File: src/rtl/stepper_phase_driver.sv
// Stepper phase driver: turns single-cycle step requests into active-low coil drive,
// holding each step MIN_STEP_CYCLES cycles and buffering one early request.
// Optional: define STEPPER_HALF_STEP_EN for the 8-entry half-step table.
module stepper_phase_driver #(
    parameter int MIN_STEP_CYCLES = 54000,
    parameter int CNT_W           = 16
) (
    input  logic             clock27MHz,
    input  logic             reset,
    input  logic             enable,
    input  logic             step_req,
    input  logic             dir,
    output logic             step_ack,
    output logic             busy,
    output logic             overrun,
    output logic [3:0]       coil_n,
    output logic [CNT_W-1:0] step_count
);

`ifdef STEPPER_HALF_STEP_EN
    localparam int PH_W = 3;
`else
    localparam int PH_W = 2;
`endif

    localparam logic [CNT_W-1:0] HOLD_RELOAD = CNT_W'(MIN_STEP_CYCLES - 1);

    typedef enum logic {
        IDLE = 1'b0,
        HOLD = 1'b1
    } state_t;

    state_t            state_q, state_d;
    logic [CNT_W-1:0]  hold_q, hold_d;
    logic [PH_W-1:0]   phase_q, phase_d;
    logic [CNT_W-1:0]  count_q, count_d;
    logic              pend_q, pend_d;
    logic              pend_dir_q, pend_dir_d;
    logic              overrun_q, overrun_d;
    logic [3:0]        coil_n_q, coil_n_d;
    logic              step_ack_q, step_ack_d;
    logic              busy_q, busy_d;
    logic              apply;
    logic              apply_dir;

    // Active-high coil pattern for a phase index.
    function automatic logic [3:0] phase_pattern(input logic [PH_W-1:0] idx);
        logic [3:0] pat;
        pat = 4'b0000;
`ifdef STEPPER_HALF_STEP_EN
        case (idx)
            3'd0: pat = 4'b1000;
            3'd1: pat = 4'b1100;
            3'd2: pat = 4'b0100;
            3'd3: pat = 4'b0110;
            3'd4: pat = 4'b0010;
            3'd5: pat = 4'b0011;
            3'd6: pat = 4'b0001;
            3'd7: pat = 4'b1001;
            default: pat = 4'b0000;
        endcase
`else
        case (idx)
            2'd0: pat = 4'b1100;
            2'd1: pat = 4'b0110;
            2'd2: pat = 4'b0011;
            2'd3: pat = 4'b1001;
            default: pat = 4'b0000;
        endcase
`endif
        return pat;
    endfunction

    always_ff @(posedge clock27MHz) begin
        if (reset) begin
            state_q    <= IDLE;
            hold_q     <= '0;
            phase_q    <= '0;
            count_q    <= '0;
            pend_q     <= 1'b0;
            pend_dir_q <= 1'b0;
            overrun_q  <= 1'b0;
            coil_n_q   <= 4'b1111;
            step_ack_q <= 1'b0;
            busy_q     <= 1'b0;
        end else begin
            state_q    <= state_d;
            hold_q     <= hold_d;
            phase_q    <= phase_d;
            count_q    <= count_d;
            pend_q     <= pend_d;
            pend_dir_q <= pend_dir_d;
            overrun_q  <= overrun_d;
            coil_n_q   <= coil_n_d;
            step_ack_q <= step_ack_d;
            busy_q     <= busy_d;
        end
    end

    // Next-state: decides whether a step is applied this cycle and manages the pending slot.
    always_comb begin
        state_d    = state_q;
        hold_d     = hold_q;
        pend_d     = pend_q;
        pend_dir_d = pend_dir_q;
        overrun_d  = overrun_q;
        apply      = 1'b0;
        apply_dir  = dir;
        if (!enable) begin
            state_d = IDLE;
            pend_d  = 1'b0;
        end else begin
            case (state_q)
                IDLE: begin
                    if (step_req) begin
                        apply     = 1'b1;
                        apply_dir = dir;
                    end
                end
                HOLD: begin
                    if (hold_q != '0) begin
                        hold_d = hold_q - 1'b1;
                        if (step_req) begin
                            if (!pend_q) begin
                                pend_d     = 1'b1;
                                pend_dir_d = dir;
                            end else begin
                                overrun_d = 1'b1;
                            end
                        end
                    end else if (pend_q) begin
                        // Terminal cycle: the buffered step goes first, a fresh request refills the slot.
                        apply      = 1'b1;
                        apply_dir  = pend_dir_q;
                        pend_d     = step_req;
                        pend_dir_d = dir;
                    end else if (step_req) begin
                        apply     = 1'b1;
                        apply_dir = dir;
                    end else begin
                        state_d = IDLE;
                    end
                end
                default: state_d = IDLE;
            endcase
            if (apply) begin
                state_d = HOLD;
                hold_d  = HOLD_RELOAD;
            end
        end
    end

    always_comb begin
        phase_d    = phase_q;
        count_d    = count_q;
        step_ack_d = apply;
        busy_d     = (state_d == HOLD);
        if (apply) begin
            phase_d = apply_dir ? phase_q + 1'b1 : phase_q - 1'b1;
            count_d = apply_dir ? count_q + 1'b1 : count_q - 1'b1;
        end
        coil_n_d = enable ? ~phase_pattern(phase_d) : 4'b1111;
    end

    assign step_ack   = step_ack_q;
    assign busy       = busy_q;
    assign overrun    = overrun_q;
    assign coil_n     = coil_n_q;
    assign step_count = count_q;

endmodule

File: config.mk
export PLATFORM = sky130hd
export DESIGN_NAME = stepper_phase_driver
export DESIGN_NICKNAME = d
export VERILOG_FILES = /design/src/rtl/stepper_phase_driver.sv
export SDC_FILE = /design/constraint.sdc
export NUM_CORES = 1
export LEC_CHECK = 0
export ABC_AREA = 1
export BUFFER_PORTS_ARGS = -buffer_cell sky130_fd_sc_hd__clkbuf_2
export CAP_MARGIN = 10
export CORE_MARGIN = 1.5
export CORE_UTILIZATION = 45
export CTS_BUF_LIST = sky130_fd_sc_hd__clkbuf_16
export DETAILED_ROUTE_END_ITERATION = 6
export PLACE_DENSITY = 0.74
export SETUP_SLACK_MARGIN = 0.02
export SKIP_LAST_GASP = 1
export SLEW_MARGIN = 20
export SYNTH_ARGS = -nofsm -noshare
export SYNTH_HDL_FRONTEND = slang
export SYNTH_SLANG_ARGS = --single-unit
export TNS_END_PERCENT = 50
File: constraint.sdc
create_clock -name clock27MHz -period 2.7 [get_ports clock27MHz]
set_input_delay 0.27 -clock clock27MHz [delete_from_list [all_inputs] [get_ports clock27MHz]]
set_output_delay 0.27 -clock clock27MHz [all_outputs]
set_load 0.01 [all_outputs]
After elaboration in Yosys (flattened, before gate mapping)
Index checks and enable logic that the tools add are counted.
{"block": "classes", "shift": 0, "div": 0, "mul": 0, "add_sub_neg": 5, "mux": 26, "order_cmp": 0, "bitwise": 3, "n_eq_ne": 4, "n_reduce_logical": 10}
{"cell": "$mux 16", "n": 4}
{"cell": "$sub 16x1->16 const B", "n": 2}
{"cell": "$mux 1", "n": 17}
{"cell": "$add 16x1->16 const B", "n": 1}
{"cell": "$pmux 4 s4", "n": 1}
{"cell": "$reduce_bool 16->1", "n": 1}
{"cell": "$reduce_bool 2->1", "n": 3}
{"cell": "$reduce_and 5->1", "n": 1}
{"cell": "$eq 2x2->1 const B", "n": 2}
{"cell": "$mux 2", "n": 2}
{"cell": "$not 4->4", "n": 1}
{"cell": "$pmux 1 s2", "n": 2}
{"cell": "$reduce_and 4->1", "n": 1}
{"cell": "$reduce_and 3->1", "n": 1}
{"cell": "$add 2x1->2 const B", "n": 1}
{"cell": "$eq 2x1->1 const B", "n": 1}
{"cell": "$logic_not 2->1", "n": 1}
{"cell": "$ne 2x2->1 const B", "n": 1}
{"cell": "$not 1->1", "n": 2}
{"cell": "$reduce_and 2->1", "n": 1}
{"cell": "$reduce_or 2->1", "n": 1}
{"cell": "$sub 2x1->2 const B", "n": 1}
{"block": "word_totals", "reg_bits": 43, "in_bits": 5, "mem_count": 0, "latchBits": 0, "ramBits": 0, "elab_cells": 57, "mem_bits_ro": 0}

Longest topological paths before layout
Gate-level depths: netlist (run 1).
{"block": "depth", "ltp_word": 10, "depth_mapped": 22, "depth_no_buf": 21}

Worst setup path after synthesis (run 1)
Ideal clock, no wire load.
{"block": "synth_path", "path_kind": "flip-flop to flip-flop", "startpoint": "register hold_q[0]", "endpoint": "register coil_n_q[0] (netlist: coil_n[0])", "setup_time_ns": 0.125, "arrival_ns": 2.287, "path_slack_ns": 0.288, "stages_incl_launch_ff": 17, "path_buffers": 2, "t_required_ns": 2.575, "synth_period_minus_slack_ns": 2.412, "cell_sequence": "dfxtp_1 > inv_1 > ha_1 > nand2_1 > nor2_2 > nand3_2 > nand2_2 > nand2_4 > buf_12 > buf_2 > nand2_1 > nand3_1 > xnor2_1 > inv_1 > ha_1 > nor3_1 > o21ai_0"}
{"block": "synth_via", "elab_chain_cells": 9, "word_cells_on_any_way": 16, "cone_classes": "eq/ne (3); mux (10); bitwise (1); reduce/logical (2)"}
{"element": "start, declared", "line": "34", "text": "logic [CNT_W-1:0] hold_q, hold_d;"}
{"element": "start signal, assigned", "line": "88", "text": "hold_q <= hold_d;"}
{"element": "$reduce_bool 16->1 (*)", "line": "121", "text": "if (hold_q != '0) begin"}
{"element": "$mux 1", "line": "121"}
{"element": "$pmux 1 s2", "line": "113", "text": "case (state_q)"}
{"element": "$mux 1", "line": "109", "text": "if (!enable) begin"}
{"element": "$mux 2 / $mux 1 (equally long branches)", "line": "159, 109"}
{"element": "$mux 2 (*)", "line": "158", "text": "if (apply) begin"}
{"element": "via phase_d[1]", "line": "35", "text": "logic [PH_W-1:0] phase_q, phase_d;"}
{"element": "$eq 2x2->1 (tied with other cells)", "line": "63", "text": "case (idx)"}
{"element": "$pmux 4 s4 (*)", "line": "63"}
{"element": "$not 4->4 (*)", "line": "162", "text": "coil_n_d = enable ? ~phase_pattern(phase_d) : 4'b1111;"}
{"element": "end signal, assigned", "line": "94", "text": "coil_n_q <= coil_n_d;"}
{"element": "end, declared", "line": "40", "text": "logic [3:0] coil_n_q, coil_n_d;"}
The timed path passes the listed nets; every way through them passes the cells marked *. The select of a mux whose other input is x is not followed.
A chain may end at the register's enable or synchronous reset.

Final worst setup path (run 1)
{"block": "layout_path", "startpoint": "register hold_q[0]", "endpoint": "register count_q[12] (netlist: step_count[12])"}
{"block": "layout_via", "elab_chain_cells": 5, "word_cells_on_any_way": 9, "cone_classes": "mux (8); reduce/logical (1)"}
{"element": "$reduce_bool 16->1 (*)", "line": "121"}
{"element": "$mux 1", "line": "121"}
{"element": "$pmux 1 s2", "line": "113"}
{"element": "$mux 1", "line": "109"}
{"element": "$mux 16 / $mux 1 (equally long branches)", "line": "160, 109"}
{"element": "end signal, assigned", "line": "90", "text": "count_q <= count_d;"}
{"element": "end, declared", "line": "36", "text": "logic [CNT_W-1:0] count_q, count_d;"}
Every way passes the cells marked *; elsewhere a longest branch is shown, timed or not. The select of a mux whose other input is x is not followed.

==> results of run 1 <==
## tightest hold or removal path: cells and delay by family
| kind | cells | cell delay (ns) |
|---|---|---|
| and+or+nand+nor | 2 | 0.13 |
| buffers and inverters | 1 | 0.11 |
## power by group
part           internal, W  switching [W]
Clock             0.000337       0.000242
Sequential        0.000682      0.0000534
Combinational     0.000183       0.000322
## kinds of logic after synthesis
kind of cell / after synthesis / share of synthesized area
AOI/OAI and AO/OA: 75 / 0.154
xor gates and xnor gates: 18 / 0.0771
adders and majority gates: 6 / 0.0261
buffers and inverters: 71 / 0.104
DFF: 43 / 0.300
muxes: 1 / 0.00348
and+or+nand+nor: 194 / 0.336
## final cells by class
type / count / share of cell area
tap: 75 / 0.0290
clock buffer: 5 / 0.0386
inverter: 62 / 0.0719
multi-input combinational: 294 / 0.539
timing repair buffer: 31 / 0.0522
clock inverter: 2 / 0.00386
sequential: 43 / 0.266
## worst max path at each step
stage	to	cells past startpoint	slack (ns)
after detailed placement	coil_n[0]$_SDFF_PP1_	14	0.14
after CTS	step_count[13]$_SDFFE_PP0P_	17	0.11
after global routing	step_count[12]$_SDFFE_PP0P_	16	-0.006
after floorplan	coil_n[0]$_SDFF_PP1_	16	0.29
final	step_count[12]$_SDFFE_PP0P_	17	0.24
after global placement	step_count[15]$_SDFFE_PP0P_	18	0.24
## cell usage in the layout (no fill, tap or decap), types with 2 or more instances in the layout
cell	n
clkbuf_2	27
o41ai_1	10
buf_4	3
o22ai_1	2
nand4_1	4
inv_1	57
a31oi_1	9
nor2_1	37
ha_1	5
a21oi_1	21
nand2_2	13
nand2_4	5
nand3_1	22
nor3_2	3
xor2_4	3
nand3b_1	3
xor2_1	12
nor2_4	7
o21ai_0	25
dfxtp_1	43
o21ai_1	4
clkbuf_16	5
nand2_1	83
inv_2	5
nor2_2	10
## state kept, by name (all words and copies together) (netlist names)
name and count:
busy 1, coil_n 4, hold_q 16, overrun 1
pend_dir_q 1, pend_q 1, phase_q 2, step_ack 1
step_count 16
## through the flow
stage	TNS [ns]	util	cell area, µm²
2_1_floorplan	0	-	2870
3_3_place_gp	0	0.509	3070
3_5_place_dp	0	0.509	3070
4_1_cts	0	0.532	3210
5_1_grt	-0.00551	0.537	3240
6_report	0	0.537	3240
## layer usage
metal	global-route usage	up-vias
li1	-	1385
met1	0.229	1246
met2	0.347	53
met3	0.0358	9
met4	0.0576	0
met5	0	-
## timing repair
action,in CTS,in global routing
endpoints found under the setup margin,0,12
resized for setup,0,8
endpoints found under the hold margin,0,0
hold buffers,0,0
==> impl_metrics.toml, run 1 <==
[worst_hold_path]
min_path_cells = 3
worstHoldStart = "step_req"
hold_end = "pend_q$_SDFFE_PP0P_"
min_path_type = "in2reg"

[critical_path]
critical_path_required_ns = 2.88
r2r_start = "hold_q[0]$_SDFFE_PP0P_"
crit_top_cell = "nand2_1"
path_class = "reg2reg"
endpoint_kind = "flop"
crit_path_max_incr_delay_ns = 0.31
crit_arrival_ns = 2.64
rr_worst_depth = 17
crit_buf_inv = 4
start_kind = "flop"
critPathTopFamily = "simple AND/OR/NAND/NOR gates"
path_cells = "inv_1, ha_2, nand2_1, nor2_4, nand4_2, nand2_8, buf_4, xor2_4, nor2_2, nand2_1, o21ai_1, inv_1, nand2_1, nand2_1, nand3_1, nand2_1, inv_1"
crit_start = "hold_q[0]$_SDFFE_PP0P_"
cp_slowest_cell = "dfxtp_1"
crit_fanout = 20
rrSetupSlack_ns = 0.24
r2r-end = "step_count[12]$_SDFFE_PP0P_"

[route]
postRouteAntennaNets = 0
dr.pass1.iters = 4
drtIter0Drc = 86
dr_wl_met2_um = 3140
wl_met1_um = 2950
highest_layer = "met4"
routed_via_density = 5.26
drc_errors = 0
wire_per_inst_um = 12.5
wl_met3_um = 201
vias = 2693
routed_wl_um = 6410

[sta]
slew_violations = 0
worstMarginPinSlew_ns = 0.670
rsz0062_at_grt = "true"
fin_ws_ns = 0.239
setup_violations = 0
period_share = 0.912
relSlewSlack = 0.548
fin_skew_ns = 0.00827
finalHoldViolations = 0
min_period_ns = 2.46
max_freq_mhz = 406
holdWs_ns = 0.262

[synth]
ys_seq_area_frac = 0.300
synth_seq_cells = 43
synth_area_mm2 = 0.00287
syn_area_per_cell_um2 = 7.04
syn_nets = 419
synth.top_cells.by_area = "dfxtp_1, nand2_1, inv_1, nor2_1, o21ai_0"
ys_warn_count = 0
syn_inst = 408
synthArstFlopShare = 0
synth_common_cells = "nand2_1, inv_1, dfxtp_1"
yosys.area.top_type = "dfxtp_1"
yosysUniqueCellTypes = 39
netlist.area_leader.share = 0.300
synth-edff-count = 0
yosysMostFrequentCell = "nand2_1"
synth_top_flop_cell = "dfxtp_1"

[placement]
port_buffers = 27
dp.cells = 505
hpwl_um = 4790
dp_slack_ns = 0.142
routabilityCongestion = 0.857

[pwr]
power_leakage_nw = 1.47
vdd_drop_max_uv = 285
power_w = 0.00182
p_per_area_mw_per_mm2 = 562

[floorplan]
coreArea_mm2 = 0.00603
die_w_um = 82.9
dieArea_mm2 = 0.00687
start_util = 0.477
die_h_um = 82.9
rows = 28
ios = 28

[global_routing]
grt_start_max_net_pins = 24
antenna_found_initial = 0
grt_overflow = 0
grt_pass1_wl_um = 11100
grt_pass1_vias = 2542
grt_util_all_layers = 0.192

[clocking]
cts.path.max_buffers = 2
clock_latency_ns = 0.28
clk_pin_slew_ns = 0.06
cts_tree = "built"
h-tree-depth = 2
clock_sinks = 43
root_buffer = "clkbuf_16"
postCtsSetupRepairBufs = 0
cts_buffers = 5

[finish]
num-nets-final = 448
fill_cells = 569
area_growth_pct = 12.7
final_layout_size_suffix_gt1_frac = 0.208
final-seq-area_um2 = 861
stdcell_count = 512
n_antenna_cell = 0
multi_input_area_mm2 = 0.00174

[outcome]
status = "complete, no violations"

[flow_run]
drv_cap = 0
No activity file was read; power rests on OpenSTA's default activity.
==> run 2, diff against run 1 <==
--- a/config.mk
+++ b/config.mk
@@ -5,14 +5,14 @@
 export SDC_FILE = /design/constraint.sdc
 export NUM_CORES = 1
 export LEC_CHECK = 0
-export ABC_AREA = 1
 export BUFFER_PORTS_ARGS = -buffer_cell sky130_fd_sc_hd__clkbuf_2
 export CAP_MARGIN = 10
 export CORE_MARGIN = 1.5
 export CORE_UTILIZATION = 45
 export CTS_BUF_LIST = sky130_fd_sc_hd__clkbuf_16
 export DETAILED_ROUTE_END_ITERATION = 6
-export PLACE_DENSITY = 0.74
+export HOLD_SLACK_MARGIN = 0.15
+export PLACE_DENSITY = 0.75
 export SETUP_SLACK_MARGIN = 0.02
 export SKIP_LAST_GASP = 1
 export SLEW_MARGIN = 20
==> constraint.sdc (replaced) <==
create_clock -name clock27MHz -period 3.07 [get_ports clock27MHz]
set_input_delay 0.307 -clock clock27MHz [delete_from_list [all_inputs] [get_ports clock27MHz]]
set_output_delay 0.307 -clock clock27MHz [all_outputs]
set_load 0.01 [all_outputs]
==> run 2 against run 1 <==
Net effect: register-to-register slack got worse by 0.14 ns; first-iteration DRC count rose to 3.2 times the previous value; setup slack got worse by 0.14 ns; clock power fell by 11%; global-route usage rose by 1.3 points; synthesized cell count fell by 25%; sequential share of layout area rose by 2.2 points; via count fell by 13%; count of clock-buffer cells in the layout did not move; final area fell by 7.7%; critical path type unchanged.
==> impl_metrics.toml, run 2 <==
[sta]
max_freq_mhz = 336
relSlewSlack = 0.298
slew_violations = 0
worstMarginPinSlew_ns = 1.05
holdWs_ns = 0.362
rsz0062_at_grt = "true"
fin_skew_ns = 0.00215
finalHoldViolations = 0
setup_violations = 0
period_share = 0.969
min_period_ns = 2.98
setup_tns_ns = 0
fin_ws_ns = 0.0938

[synth]
ys_seq_area_frac = 0.338
synth_top_flop_cell = "dfxtp_1"
synthArstFlopShare = 0
synth_seq_cells = 43
synth.top_cells.by_area = "dfxtp_1, a21oi_1, nor2_1, xor2_1, nor2b_1"
yosysUniqueCellTypes = 44
synth_area_mm2 = 0.00255
syn_inst = 304
yosysMostFrequentCell = "dfxtp_1"
synth-edff-count = 0
synth_common_cells = "dfxtp_1, nor2_1, a21oi_1"
ys_warn_count = 0
syn_area_per_cell_um2 = 8.38
netlist.area_leader.share = 0.338
syn_nets = 315
yosys.area.top_type = "dfxtp_1"

[critical_path]
endpoint_kind = "flop"
crit_fanout = 5
start_kind = "flop"
crit_arrival_ns = 3.17
critical_path_required_ns = 3.27
path_class = "reg2reg"

[floorplan]
die_w_um = 78.2
die_h_um = 78.2
rows = 27
dieArea_mm2 = 0.00612
start_util = 0.465
coreArea_mm2 = 0.00547
ios = 28

[route]
drc_errors = 0
wire_per_inst_um = 14.7
routed_wl_um = 5930
dr.pass1.iters = 4
postRouteAntennaNets = 0
drtIter0Drc = 274
routed_via_density = 5.80
vias = 2337

[global_routing]
grt_pass1_vias = 2081
grt_start_max_net_pins = 54
antenna_found_initial = 0
grt_util_all_layers = 0.205
grt_pass1_wl_um = 10000
grt_overflow = 0

[finish]
n_antenna_cell = 0
finalInstanceArea_mm2 = 0.00299
fill_cells = 513
num-nets-final = 341
stdcell_count = 403
final_layout_size_suffix_gt1_frac = 0.211
layout_commonest_cell = "dfxtp_1"
area_growth_pct = 17.4
layout_common_cells = "dfxtp_1, nor2_1, clkbuf_2"

[clocking]
clock_sinks = 43
cts_tree = "built"
clk_pin_slew_ns = 0.06
clock_latency_ns = 0.28
cts.path.max_buffers = 2
cts_hold_buf = 0
root_buffer = "clkbuf_16"
cts_buffers = 5
h-tree-depth = 2

[flow_run]
drv_cap = 0

[placement]
dpl-instance-area_mm2 = 0.00282
hpwl_um = 3960
dp_slack_ns = 0.0445
dp.cells = 393
routabilityCongestion = 0.862
port_buffers = 27

[worst_hold_path]
min_path_type = "in2reg"

[pwr]
power_leakage_nw = 1.19
p_per_area_mw_per_mm2 = 516
vdd_drop_max_uv = 335

[outcome]
status = "complete, no violations"
## run 2: cell count changes after synthesis, sizes merged, moves of 11 or more
| cell | delta |
|---|---|
| clkbuf | +11 |
| nor2 | -23 |
| nor2b | +16 |
| nand2 | -94 |
| inv | -56 |
| o21ai | -15 |
| mux2 | +13 |
| nor3 | +16 |
## run 2: routing by layer
metal | up-vias | GRT usage | wire length, µm
met5 | - | 0 | 0
met4 | 0 | 0.0643 | 72
met3 | 6 | 0.0442 | 332
met2 | 76 | 0.317 | 2730
met1 | 1093 | 0.285 | 2790
li1 | 1162 | - | -
## run 2: final timing paths
check | startpoint | depth (start not counted) | slack [ns] | end
max | hold_q[0]$_SDFFE_PP0P_ | 14 | 0.09 | step_count[12]$_SDFFE_PP0P_
min | enable | 3 | 0.36 | pend_q$_SDFFE_PP0P_
max reg2reg | hold_q[0]$_SDFFE_PP0P_ | 14 | 0.09 | step_count[12]$_SDFFE_PP0P_
min reg2reg | hold_q[0]$_SDFFE_PP0P_ | 1 | 0.49 | hold_q[0]$_SDFFE_PP0P_
## run 2: per-stage QoR
step	util	total power, W
6_report	0.546	0.00154
5_1_grt	0.546	0.00163
4_1_cts	0.541	0.00154
3_5_place_dp	0.515	0.00103
3_3_place_gp	0.515	0.00102
2_1_floorplan	-	0.000935
## run 2: logic make-up (layout without fill, tap and decap cells)
kind of cell,Yosys count,count (layout),share of synthesized area
flip-flops,43,43,0.338
AO/OA/AOI/OAI,62,62,0.149
XOR/XNOR,19,19,0.0654
buffers and inverters,26,53,0.0442
AND/OR/NAND/NOR,135,135,0.316
adder cells (fa/ha/maj),6,6,0.0295
multiplexers,13,13,0.0575
## run 2: layout make-up
cell class	count	area [µm²]	share of cell area
inverter	6	22.5	0.00753
tap	72	90.1	0.0301
sequential	43	862	0.288
timing repair buffer	39	225	0.0753
multi-input combinational	235	1650	0.552
clock buffer	5	125	0.0418
clock inverter	3	15.0	0.00502
## run 2: critical path, stage by stage, from the launching register on
cell and delay [ns]:
dfxtp_2 0.34, inv_2 0.07, ha_4 0.15, nor4b_4 0.30, and4_1 0.29, nand3_2 0.10, nand2_2 0.08, xnor2_1 0.06
ha_2 0.21, or4_4 0.46, nor4_4 0.18, nand3_1 0.13, nor4b_2 0.24, o21ai_0 0.14, a21oi_1 0.14
## run 2: repair_timing
action	in CTS	in global routing
setup endpoints to repair	0	5
endpoints found under the hold margin	0	0
setup buffers	0	2
gates resized for setup	0	3
## run 2: where the power goes
part	switching (W)	internal [W]
Combinational	0.000194	0.000166
Sequential	0.0000639	0.000602
Clock	0.000222	0.000296
==> run 3, diff against run 2 <==
--- a/config.mk
+++ b/config.mk
@@ -5,6 +5,7 @@
 export SDC_FILE = /design/constraint.sdc
 export NUM_CORES = 1
 export LEC_CHECK = 0
+export ABC_AREA = 1
 export BUFFER_PORTS_ARGS = -buffer_cell sky130_fd_sc_hd__clkbuf_2
 export CAP_MARGIN = 10
 export CORE_MARGIN = 1.5
@@ -12,10 +13,10 @@
 export CTS_BUF_LIST = sky130_fd_sc_hd__clkbuf_16
 export DETAILED_ROUTE_END_ITERATION = 6
 export HOLD_SLACK_MARGIN = 0.15
-export PLACE_DENSITY = 0.75
+export PLACE_DENSITY = 0.74
 export SETUP_SLACK_MARGIN = 0.02
 export SKIP_LAST_GASP = 1
-export SLEW_MARGIN = 20
+export SLEW_MARGIN = 10
 export SYNTH_ARGS = -nofsm -noshare
 export SYNTH_HDL_FRONTEND = slang
 export SYNTH_SLANG_ARGS = --single-unit
==> run 3 against run 2 <==
Net effect: non-clock buffer count down 10; maximum frequency is 10% higher; clock power up 18%; final area rose by 7.7%; clock skew grew 0.0066 ns; sequential cell count unchanged; total power grew 9.5%; wire length grew 9.4%; hold slack worse by 0.052 ns; sequential power shrank 3%; sequential share of layout area fell by 2.1 points; highest routed layer unchanged.
==> impl_metrics.toml, run 3 (synthesis results as in run 1) <==
[outcome]
status = "complete, no violations"

[critical_path]
endpoint_kind = "flop"
critical_path_required_ns = 3.25
r2r-end = "step_count[12]$_SDFFE_PP0P_"
crit_fanout = 11
rrSetupSlack_ns = 0.37
crit_arrival_ns = 2.88
crit_start = "hold_q[0]$_SDFFE_PP0P_"
r2r_start = "hold_q[0]$_SDFFE_PP0P_"
path_class = "reg2reg"
start_kind = "flop"
rr_worst_depth = 20

[sta]
max_freq_mhz = 371
relSlewSlack = 0.621
rsz0062_at_grt = "false"
setup_tns_ns = 0
fin_skew_ns = 0.00871
worstMarginPinSlew_ns = 0.561
setup_violations = 0
period_share = 0.879
finalHoldViolations = 0
slew_violations = 0
holdWs_ns = 0.310
min_period_ns = 2.70

[clocking]
cts_tree = "built"
clk_pin_slew_ns = 0.06
root_buffer = "clkbuf_16"
clock_sinks = 43
cts_hold_buf = 0
h-tree-depth = 2
cts.path.max_buffers = 2
cts.repair.resized = 0
cts_buffers = 5
clock_latency_ns = 0.29
postCtsSetupRepairBufs = 0

[route]
dr.pass1.iters = 4
routed_wl_um = 6480
vias = 2700
drtIter0Drc = 149
wire_per_inst_um = 12.7
postRouteAntennaNets = 0
drc_errors = 0
routed_via_density = 5.28

[finish]
layout_common_cells = "nand2_1, inv_1, dfxtp_1"
stdcell_count = 511
area_growth_pct = 12.1
num-nets-final = 446
n_antenna_cell = 0
final_layout_size_suffix_gt1_frac = 0.197
layout_commonest_cell = "nand2_1"

[floorplan]
dieArea_mm2 = 0.00687
start_util = 0.477
ios = 28
die_h_um = 82.9
coreArea_mm2 = 0.00603
rows = 28
die_w_um = 82.9

[global_routing]
grt_start_max_net_pins = 25
grt_pass1_vias = 2576
grt_util_all_layers = 0.196
antenna_found_initial = 0
grt_overflow = 0
grt_pass1_wl_um = 11300

[placement]
hpwl_um = 4760
dp.cells = 503
routabilityCongestion = 0.840
port_buffers = 27

[pwr]
p_seq_frac = 0.384
power_switching_share = 0.327
vdd_drop_max_uv = 265
power_leakage_nw = 1.47
combPwrFrac = 0.255
clockPowerShare = 0.361
p_per_area_mw_per_mm2 = 525
p_int_w = 0.00114
p_sw_w = 0.000553

[worst_hold_path]
min_path_type = "in2reg"
min_path_cells = 3
hold_end = "pend_q$_SDFFE_PP0P_"
worstHoldStart = "step_req"

[flow_run]
drv_cap = 0
==> run 3: cell types whose count changed in the layout (fill, tap and decap cells not counted), moves of 11 or more <==
| cell | delta |
|---|---|
| nand2_1 | +77 |
| nor2b_1 | -16 |
| nor3_1 | -17 |
| inv_1 | +53 |
| o21ai_0 | +15 |
| nand2_2 | +11 |
==> run 3: worst max-delay path by stage <==
| stage | end | slack [ns] | depth (start not counted) |
|---|---|---|---|
| after global routing | step_count[12]$_SDFFE_PP0P_ | 0.11 | 20 |
| after CTS | step_count[12]$_SDFFE_PP0P_ | 0.40 | 20 |
| after detailed placement | step_count[12]$_SDFFE_PP0P_ | 0.42 | 20 |
| after global placement | step_count[12]$_SDFFE_PP0P_ | 0.47 | 20 |
| final | step_count[12]$_SDFFE_PP0P_ | 0.37 | 20 |
| after floorplan | coil_n[0]$_SDFF_PP1_ | 0.66 | 16 |
==> run 3: power groups by stage <==
stage               Clock [W]  Combinational, W  Sequential, W
floorplan                   0          0.000342       0.000657
global placement            0          0.000422       0.000659
detailed placement          0          0.000427       0.000660
CTS                  0.000621          0.000431       0.000648
global route         0.000643          0.000487       0.000654
finish               0.000610          0.000432       0.000649
==> run 3: critical path: stages, from the launching register on <==
cell      delay [ns]
dfxtp_1         0.31
inv_1           0.11
ha_1            0.24
nand2_1         0.12
nor2_4          0.13
nand4_1         0.15
nand2_2         0.36
nand2_1         0.12
nand2_1         0.08
inv_1           0.04
ha_1            0.16
inv_1           0.07
a21oi_1         0.08
nand2_1         0.07
o211ai_1        0.13
nand2_1         0.12
nand2_1         0.05
nand2_1         0.05
nand3_1         0.08
nand2_1         0.07
inv_1           0.04
==> run 3: cell type report <==
cell class / instances / area (µm²)
Tap cell: 75 / 93.8
Inverter: 62 / 233
Clock inverter: 3 / 43.8
Sequential cell: 43 / 861
Clock buffer: 5 / 125
Timing Repair Buffer: 29 / 150
Fill cell: 588 / 2800
Multi-Input combinational cell: 294 / 1720
==> run 3: per-stage QoR <==
stage / setup WS [ns] / instance area, µm² / total power [W] / utilization
floorplan: 0.658 / 2870 / 0.000999 / -
finish: 0.373 / 3220 / 0.00169 / 0.535
global route: 0.105 / 3220 / 0.00178 / 0.535
detailed placement: 0.422 / 3050 / 0.00109 / 0.507
global placement: 0.469 / 3050 / 0.00108 / 0.507
CTS: 0.396 / 3220 / 0.00170 / 0.535
==> run 3: metal layers <==
layer	part of all wire	vias to the layer above	global-route usage
met4	0.015	0	0.0606
met1	0.46	1246	0.242
met5	0	-	0
li1	-	1375	-
met2	0.47	70	0.343
met3	0.058	9	0.0398
